**src/rtl/chaser_pkg.sv**
```systemverilog
// Shared definitions for the LED chaser: opcodes, modes, FSM states and
// the position-stepping helpers used by the controller.
package chaser_pkg;

  localparam int NUM_LEDS = 10;

  localparam logic [1:0] OP_START = 2'b00;
  localparam logic [1:0] OP_STOP  = 2'b01;
  localparam logic [1:0] OP_PAUSE = 2'b10;
  localparam logic [1:0] OP_SPEED = 2'b11;

  localparam logic [1:0] MODE_UP     = 2'd0;
  localparam logic [1:0] MODE_DOWN   = 2'd1;
  localparam logic [1:0] MODE_BOUNCE = 2'd2;

  localparam logic [NUM_LEDS-1:0] POS_FIRST = 10'h001;
  localparam logic [NUM_LEDS-1:0] POS_LAST  = 10'h200;

  typedef enum logic [1:0] {
    ST_STOP  = 2'd0,
    ST_RUN   = 2'd1,
    ST_PAUSE = 2'd2
  } state_t;

  typedef struct packed {
    logic [NUM_LEDS-1:0] pos;
    logic                dir_up;
  } step_t;

  function automatic logic is_onehot(input logic [NUM_LEDS-1:0] v);
    return (v != '0) && ((v & (v - 10'd1)) == '0);
  endfunction

  // Mode 3 is reserved and behaves as UP.
  function automatic logic [1:0] norm_mode(input logic [1:0] arg);
    return ((arg == MODE_DOWN) || (arg == MODE_BOUNCE)) ? arg : MODE_UP;
  endfunction

  function automatic logic [3:0] led_index(input logic [NUM_LEDS-1:0] v);
    logic [3:0] idx;
    idx = 4'd0;
    for (int i = 0; i < NUM_LEDS; i++) begin
      if (v[i]) idx = 4'(i + 1);
    end
    return idx;
  endfunction

  // A corrupted (non one-hot) position recovers to bit0 on the next step.
  function automatic step_t next_step(input logic [NUM_LEDS-1:0] pos,
                                      input logic [1:0] mode,
                                      input logic dir_up);
    step_t r;
    r.pos    = pos;
    r.dir_up = dir_up;
    if (!is_onehot(pos)) begin
      r.pos    = POS_FIRST;
      r.dir_up = 1'b1;
    end else begin
      case (mode)
        MODE_DOWN: r.pos = {pos[0], pos[NUM_LEDS-1:1]};
        MODE_BOUNCE: begin
          if (dir_up && pos[NUM_LEDS-1]) begin
            r.pos    = {1'b0, pos[NUM_LEDS-1:1]};
            r.dir_up = 1'b0;
          end else if (dir_up) begin
            r.pos = {pos[NUM_LEDS-2:0], 1'b0};
          end else if (pos[0]) begin
            r.pos    = {pos[NUM_LEDS-2:0], 1'b0};
            r.dir_up = 1'b1;
          end else begin
            r.pos = {1'b0, pos[NUM_LEDS-1:1]};
          end
        end
        default: r.pos = {pos[NUM_LEDS-2:0], pos[NUM_LEDS-1]};
      endcase
    end
    return r;
  endfunction

endpackage

```
**src/rtl/chaser_ctrl_step_timer.sv**
```systemverilog
// Step prescaler: counts enabled cycles and pulses tc when the count
// reaches BASE_DIV*(speed+1), clearing itself on that same cycle.
module step_timer #(
  parameter int BASE_DIV = 6_250_000
) (
  input  logic       clk,
  input  logic       rst,
  input  logic       enable,
  input  logic       clear,
  input  logic [3:0] speed,
  output logic       tc
);

  logic [26:0] cnt_r;
  logic [26:0] period_s;
  logic [26:0] cnt_inc_s;

  // Period from current speed; tc compares the incremented count so a
  // period that shrank below the count fires on the next enabled cycle.
  always_comb begin
    period_s  = 27'(BASE_DIV) * (27'(speed) + 27'd1);
    cnt_inc_s = cnt_r + 27'd1;
    tc        = enable && !clear && (cnt_inc_s >= period_s);
  end

  // Prescaler register.
  always_ff @(posedge clk) begin
    if (rst) begin
      cnt_r <= 27'd0;
    end else if (clear) begin
      cnt_r <= 27'd0;
    end else if (enable) begin
      cnt_r <= tc ? 27'd0 : cnt_inc_s;
    end else begin
      cnt_r <= cnt_r;
    end
  end

endmodule

```
**src/rtl/chaser_ctrl.sv**
```systemverilog
// LED chaser controller: command handshake, STOP/RUN/PAUSE FSM and the
// one-hot position register with its led index, all outputs registered.
module chaser_ctrl #(
  parameter int BASE_DIV = 6_250_000,
  parameter int NUM_LEDS = 10
) (
  input  logic                clk,
  input  logic                rst,
  input  logic                cmd_valid,
  output logic                cmd_ready,
  input  logic [1:0]          cmd_op,
  input  logic [3:0]          cmd_arg,
  output logic [NUM_LEDS-1:0] outdata,
  output logic [3:0]          led,
  output logic                step_pulse,
  output logic                running
);
  import chaser_pkg::*;

  state_t              state_r, state_n;
  logic [1:0]          mode_r, mode_n;
  logic                dir_up_r, dir_up_n;
  logic [3:0]          speed_r, speed_n;
  logic [NUM_LEDS-1:0] outdata_r, pos_n;
  logic [3:0]          led_r;
  logic                pulse_r, pulse_n;
  logic                running_r;
  logic                cmd_ready_r;
  logic                accept_s;
  logic                tmr_en_s, tmr_clr_s, tc_s;
  step_t               nxt_s;

  assign accept_s   = cmd_valid && cmd_ready_r;
  assign cmd_ready  = cmd_ready_r;
  assign outdata    = outdata_r;
  assign led        = led_r;
  assign step_pulse = pulse_r;
  assign running    = running_r;

  // Timer control: STOP and PAUSE accepts freeze the count so a
  // coinciding terminal count is suppressed.
  always_comb begin
    tmr_en_s  = (state_r == ST_RUN);
    tmr_clr_s = 1'b0;
    if (accept_s) begin
      case (cmd_op)
        OP_STOP: begin
          tmr_en_s  = 1'b0;
          tmr_clr_s = 1'b1;
        end
        OP_PAUSE: tmr_en_s  = 1'b0;
        OP_START: tmr_clr_s = (state_r == ST_STOP);
        default:  tmr_clr_s = 1'b0;
      endcase
    end else begin
      tmr_clr_s = 1'b0;
    end
  end

  step_timer #(.BASE_DIV(BASE_DIV)) u_timer (
    .clk    (clk),
    .rst    (rst),
    .enable (tmr_en_s),
    .clear  (tmr_clr_s),
    .speed  (speed_r),
    .tc     (tc_s)
  );

  // Next-state: apply the accepted command, then a pending step using the
  // post-command mode.
  always_comb begin
    state_n  = state_r;
    mode_n   = mode_r;
    dir_up_n = dir_up_r;
    speed_n  = speed_r;
    pos_n    = outdata_r;
    pulse_n  = 1'b0;
    if (accept_s) begin
      case (cmd_op)
        OP_START: begin
          mode_n  = norm_mode(cmd_arg[1:0]);
          state_n = ST_RUN;
          if (state_r == ST_STOP) begin
            pos_n    = (mode_n == MODE_DOWN) ? POS_LAST : POS_FIRST;
            dir_up_n = 1'b1;
          end else begin
            pos_n = outdata_r;
          end
        end
        OP_STOP: begin
          state_n = ST_STOP;
          pos_n   = '0;
        end
        OP_PAUSE: begin
          if (state_r == ST_RUN) begin
            state_n = ST_PAUSE;
          end else if (state_r == ST_PAUSE) begin
            state_n = ST_RUN;
          end else begin
            state_n = state_r;
          end
        end
        OP_SPEED: speed_n = cmd_arg;
        default:  state_n = state_r;
      endcase
    end else begin
      state_n = state_r;
    end
    nxt_s = next_step(outdata_r, mode_n, dir_up_r);
    if (tc_s) begin
      pos_n    = nxt_s.pos;
      dir_up_n = nxt_s.dir_up;
      pulse_n  = 1'b1;
    end else begin
      pulse_n = 1'b0;
    end
  end

  // State and output registers; led derives from the same next position.
  always_ff @(posedge clk) begin
    if (rst) begin
      state_r     <= ST_STOP;
      mode_r      <= MODE_UP;
      dir_up_r    <= 1'b1;
      speed_r     <= 4'd15;
      outdata_r   <= '0;
      led_r       <= 4'd0;
      pulse_r     <= 1'b0;
      running_r   <= 1'b0;
      cmd_ready_r <= 1'b0;
    end else begin
      state_r     <= state_n;
      mode_r      <= mode_n;
      dir_up_r    <= dir_up_n;
      speed_r     <= speed_n;
      outdata_r   <= pos_n;
      led_r       <= led_index(pos_n);
      pulse_r     <= pulse_n;
      running_r   <= (state_n == ST_RUN);
      cmd_ready_r <= !accept_s;
    end
  end

endmodule

```
**config.mk**
```make
export PLATFORM = sky130hd
export DESIGN_NAME = chaser_ctrl
export DESIGN_NICKNAME = d
export VERILOG_FILES = /design/src/rtl/chaser_pkg.sv /design/src/rtl/chaser_ctrl_step_timer.sv /design/src/rtl/chaser_ctrl.sv
export SDC_FILE = /design/constraint.sdc
export NUM_CORES = 1
export LEC_CHECK = 0
export ABC_CLOCK_PERIOD_IN_PS = 13000
export CAP_MARGIN = 15
export CORE_ASPECT_RATIO = 0.9
export CORE_MARGIN = 2
export CORE_UTILIZATION = 35
export CTS_CLUSTER_DIAMETER = 60
export CTS_CLUSTER_SIZE = 24
export DETAILED_ROUTE_END_ITERATION = 10
export PLACE_DENSITY = 0.5
export SETUP_SLACK_MARGIN = 0.1
export SKIP_CTS_REPAIR_TIMING = 1
export SLEW_MARGIN = 20
export SYNTH_ARGS = -nofsm -noshare
export SYNTH_HDL_FRONTEND = slang
export SYNTH_SLANG_ARGS = --single-unit
```
**constraint.sdc**
```tcl
create_clock -name clk -period 13 [get_ports clk]
set_clock_uncertainty 0.05 [all_clocks]
set_input_delay 2.6 -clock clk [delete_from_list [all_inputs] [get_ports clk]]
set_output_delay 2.6 -clock clk [all_outputs]
set_load 0.01 [all_outputs]
```
Yosys cells after proc, flatten, opt, wreduce, memory -nomap -nowiden
Index checks and enable logic that the tools add are counted.
- div/mod/pow operators: 0
- multiplexer cells: 40
- add/subtract/negate cells: 3
- equality and inequality tests: 12
- bitwise logic cells: 1
- $mul: 1
- reduce and logical (&&, ||, !) cells: 21
- shifts and indexed selects: 0
- $lt $le $gt $ge: 1
- operator list (operator ; number):
    $mux W10 ; 6
    $pmux W10 S2 ; 2
    $mux W4 ; 9
    $add A27 B1 Y27 const B ; 1
    $ge A27 B27 Y1 ; 1
    $mul A19 B27 Y23 const A ; 1
    $mux W27 ; 1
    $mux W11 ; 2
    $eq A2 B1 Y1 const B ; 6
    $mux W1 ; 12
    $mux W2 ; 6
    $and A10 B10 Y10 ; 1
    $eq A2 B2 Y1 const B ; 5
    $logic_not A10 Y1 ; 1
    $reduce_bool A10 Y1 ; 1
    $sub A10 B1 Y10 const B ; 1
    $pmux W2 S3 ; 1
    $reduce_bool A2 Y1 ; 3
    $reduce_or A2 Y1 ; 3
    $add A4 B1 Y5 const B ; 1
    $logic_and A1 B1 Y1 ; 5
    $logic_not A2 Y1 ; 2
    $reduce_and A4 Y1 ; 1
    $reduce_or A4 Y1 ; 1
    other kinds (5) ; 6
- bits in latches: 0
- memory bits (writable): 0
- memories: 0
- ROM bits: 0
- flip-flop bits (word level): 53
- input port bits: 9
- output and inout port bits: 17
- word-level logic and storage cells: 91

Depth between registers and ports, before layout
- depth after elaboration: 19
- depth in mapped cells: 27
- mapped depth without buffers: 25

Hierarchy
A second synthesis with hierarchy kept.
- cells, all modules: 696
- area, all modules: 5571.6 sq um
- by module, submodules not included (module ; cells each ; instances ; sequential area each (sq um) ; area each (sq um)):
    step_timer ; 470 ; 1 ; 540.5 ; 3833.7
    chaser_ctrl ; 226 ; 1 ; 520.5 ; 1737.9

Worst setup path after synthesis
OpenSTA, ideal clock, no wires.
- kind: register -> register
- start point: reg speed_r[0]
- end point: reg u_timer.cnt_r[10]
- setup slack: 6.769 ns
- buffers on the path: 1
- library setup time: 0.075 ns
- arrival: 6.106 ns
- period minus slack after synthesis: 6.231 ns
- stages on the path, launching flop included: 26
- required time: 12.875 ns
- path through: dfxtp_1 -> nand3_1 -> xnor2_1 -> fa_1 -> fa_1 -> inv_1 -> ha_1 -> ha_1 -> nor2b_1 -> o21a_1 -> o21a_1 -> o21ai_0 -> a211oi_1 -> o21ai_0 -> a221oi_1 -> xnor2_1 -> ha_1 -> a21o_1 -> a21oi_1 -> o31ai_1 -> a211oi_1 -> a21oi_4 -> nor2_2 -> buf_2 -> nand3_1 -> a21oi_1
- word-level cells in the longest chain between the ends: 5
- ends and longest elaborated chain (element ; RTL line ; source):
    start, declared ; chaser_ctrl.sv:23 ; logic [3:0] speed_r, speed_n;
    start signal, assigned ; chaser_ctrl.sv:135 ; speed_r <= speed_n;
    $add A4 B1 Y5 ; chaser_ctrl_step_timer.sv:21 ; period_s = 27'(BASE_DIV) * (27'(speed) + 27'd1);
    $mul A19 B27 Y23 ; chaser_ctrl_step_timer.sv:21 ;
    $ge A27 B27 Y1 ; chaser_ctrl_step_timer.sv:23 ; tc = enable && !clear && (cnt_inc_s >= period_s);
    $logic_and A1 B1 Y1 ; chaser_ctrl_step_timer.sv:23 ;
    $mux W27 ; chaser_ctrl_step_timer.sv:33 ; cnt_r <= tc ? 27'd0 : cnt_inc_s;
    end signal, assigned ; chaser_ctrl_step_timer.sv:33 ;
    end signal, assigned ; chaser_ctrl_step_timer.sv:35 ; cnt_r <= cnt_r;
    end, declared ; chaser_ctrl_step_timer.sv:14 ; logic [26:0] cnt_r;
Every way passes these cells.
A chain may end at the register's enable or synchronous reset.

Worst setup path after layout
Ends and elaborated chain as after synthesis.

==> flow_summary_export.csv <==
group,metric,value,unit
placed_design,dp_hpwl,10.4,mm
power_and_ir_drop,p_sw,0.219,mW
min_path,hold_depth,2,
global_route,grt_pass1_vias,4206,
route,wire_per_inst,16.2,µm
route,ant_nets,0,
sta,setup_ws,5.48,ns
synth,synth_top_area_frac,0.208,
power_and_ir_drop,swShare,0.373,
critical_path,rrSetupSlack,5.48,ns
sta,setup_tns,0,ns
critical_path,crit_required,13.18,ns
sta,fmax,133,MHz
critical_path,cp-start-kind,"register",
clocking,clockBufferDepth,2,
synth,synth_seq_area_share,0.208,
route,routed_wl,13.4,mm
floorplanning,die_w,131,µm
synth,yosys_warnings,0,
clocking,root_buffer,"clkbuf_16",
outcome,outcome,"finished, final reports clean",
critical_path,endpoint_kind,"register",
sta,min_period,7.52,ns
synth,synthCells,621,
critical_path,crit_arrival,7.70,ns
placed_design,port_buffers,25,
critical_path,critPathMaxFanout,55,
min_path,min_path_type,"register to register",
synth,synth_commonest_cells,"ha_1 (65), nand2_1 (56), dfxtp_1 (53), nor2_1 (53), a21oi_1 (43)",
route,firstDrtPassIters,7,
power_and_ir_drop,pwr-share-seq,0.283,
sta,max_slew_margin,0.432,
clocking,cts.sinks,53,
synth,synth-edff-count,0,
sta,holdWs,0.445,ns
clocking,tritoncts,"done",
sta,slew_violations,0,
synth,avgSynthCellArea,8.22,µm²
route,num_vias,4432,
synth,ys_ff_latch,53,
placed_design,post-place-ws,5.50,ns
critical_path,path_class,"register to register",
power_and_ir_drop,powerDensity,103,nW/µm²
floorplanning,io_pins,26,
clocking,htreeDepth,2,
global_route,track_usage,0.174,
sta,tightest_slew,0.851,ns
flow_run,maxCapViolations,0,
floorplanning,coreArea,14200,µm²
power_and_ir_drop,clkPwrFrac,0.275,
floorplanning,start_util,0.360,
synth,synth_nets,712,
sta,rsz0062_at_grt,"no",
critical_path,r2r_start,"speed_r[0]",
sta,setup_viol,0,
global_route,grt.overflow.total,0,
placed_design,finalWeightedCongestion,0.863,
floorplanning,num_rows,41,
cells_and_area,nNetsFinal,722,
cells_and_area,antenna_cells,0,
synth,async_flop_share,0,
cells_and_area,layout-drive-gt1-share,0.0475,
critical_path,reg2reg_to,"u_timer.cnt_r[10]",
sta,finalCritPeriodShare,0.579,
synth,synth_area,5100,µm²
global_route,grt_max_degree,56,
power_and_ir_drop,comb_power_share,0.442,
power_and_ir_drop,finalPower,0.587,mW
clocking,cts_buffers,5,
min_path,min_to,"u_timer.cnt_r[23]",
synth,synth-main-ff-cell,"dfxtp_1",
power_and_ir_drop,p_leak,2.51,nW
route,routed_via_density,5.37,
cells_and_area,syn2layout_area_growth,11.7,%
power_and_ir_drop,p_int,0.368,mW
clocking,clk_pin_slew_worst_paths,0.07,ns
synth,synth_area_leaders,"dfxtp_1 (21%), ha_1 (16%), fa_1 (6.7%)",
route,detailedRoute.firstIterationViolations,312,
critical_path,r2r_cells,26,
synth,synth_most_common_cell,"ha_1",
sta,hold_violations,0,
route,drc_errors,0,
floorplanning,fp.dieH,119,µm
synth,synth.distinct_cells,66,
min_path,worstHoldStart,"u_timer.cnt_r[23]",
cells_and_area,fillCellCount,1512,
global_route,antenna_found_initial,0,
synth,netlist.top_cell.by_area,"dfxtp_1",
clocking,clk_latency,0.30,ns
floorplanning,dieArea,15600,µm²
global_route,grt_pass1_wl,22.1,mm
power_and_ir_drop,ir_drop,0.0000648,V
## cell type report
class / instances / area, µm² / share of cell area
Multi-Input combinational cell: 500 / 3780 / 0.663
Sequential cell: 53 / 1060 / 0.186
Timing Repair Buffer: 28 / 280 / 0.0492
Tap cell: 193 / 241 / 0.0424
Inverter: 43 / 161 / 0.0283
Clock buffer: 6 / 139 / 0.0244
Clock inverter: 2 / 37.5 / 0.00659
## power groups by stage
stage	clock, mW	sequential [mW]	combinational, mW
floorplan	0	0.169	0.191
global placement	0	0.170	0.259
detailed placement	0	0.170	0.259
CTS	0.166	0.166	0.262
global route	0.172	0.166	0.295
finish	0.161	0.166	0.259
## per-stage QoR
stage	instance area (µm²)	std cells	util
floorplan	5100	621	-
global placement	5510	816	0.389
detailed placement	5520	817	0.390
CTS	5700	825	0.403
global route	5700	825	0.403
finish	5700	825	0.403
## state kept, by name, indices dropped and copies added (netlist names)
| signal | count |
|---|---|
| dir_up_r | 1 |
| speed_r | 4 |
| outdata | 10 |
| mode_r | 2 |
| running | 1 |
| state_r | 2 |
| led | 4 |
| cmd_ready | 1 |
| u_timer.cnt_r | 27 |
| step_pulse | 1 |
## layout by cell type, fill, tap and decap left out, types with 10 or more instances in the layout
cell	count
xor2_1	19
nor3_1	13
inv_1	42
nand2_1	56
fa_1	17
nor2_1	53
a21oi_1	43
nand3b_1	10
dfxtp_1	53
xnor2_1	25
and3_1	10
clkdlybuf4s50_1	25
o21ai_0	28
nand2b_1	11
nand3_1	22
ha_1	65
## worst max-delay path: stages (launching register included)
cell      delay, ns
dfxtp_1        0.66
ha_1           0.28
xor2_1         0.42
inv_1          0.16
fa_1           0.62
fa_1           0.54
inv_1          0.07
ha_1           0.29
ha_1           0.33
nor2b_1        0.14
o21a_1         0.16
o21a_1         0.15
o21ai_0        0.23
a211oi_1       0.12
o21ai_0        0.30
a221oi_1       0.16
xnor2_1        0.15
ha_1           0.30
a21o_1         0.16
a21oi_1        0.16
o31ai_1        0.11
a211oi_1       0.38
a21oi_4        0.09
buf_4          0.29
nor2_2         0.74
nand3_1        0.15
a21oi_1        0.19
## worst max-delay path by stage
stage                     depth (start not counted)        from  slack (ns)           endpoint
after floorplan                                  25  speed_r[0]        6.77  u_timer.cnt_r[10]
after global placement                           25  speed_r[0]        5.72  u_timer.cnt_r[25]
after detailed placement                         25  speed_r[0]        5.50  u_timer.cnt_r[25]
after CTS                                        25  speed_r[0]        5.42  u_timer.cnt_r[25]
after global routing                             25  speed_r[0]        4.79  u_timer.cnt_r[25]
final                                            26  speed_r[0]        5.48  u_timer.cnt_r[10]
## layer usage
layer | track usage | share of wire
met5 | 0 | 0
met4 | 0.0251 | 0.0064
met3 | 0.0232 | 0.043
met2 | 0.266 | 0.44
met1 | 0.265 | 0.51
## kinds of logic after synthesis
logic type               synth area share
adder cells (fa/ha/maj)             0.226
AO/OA/AOI/OAI                       0.200
AND/OR/NAND/NOR                     0.227
XOR/XNOR                           0.0755
flip-flops                          0.208
buffers and inverters              0.0549
multiplexers                      0.00858
Power figures use the tool's default switching activity.
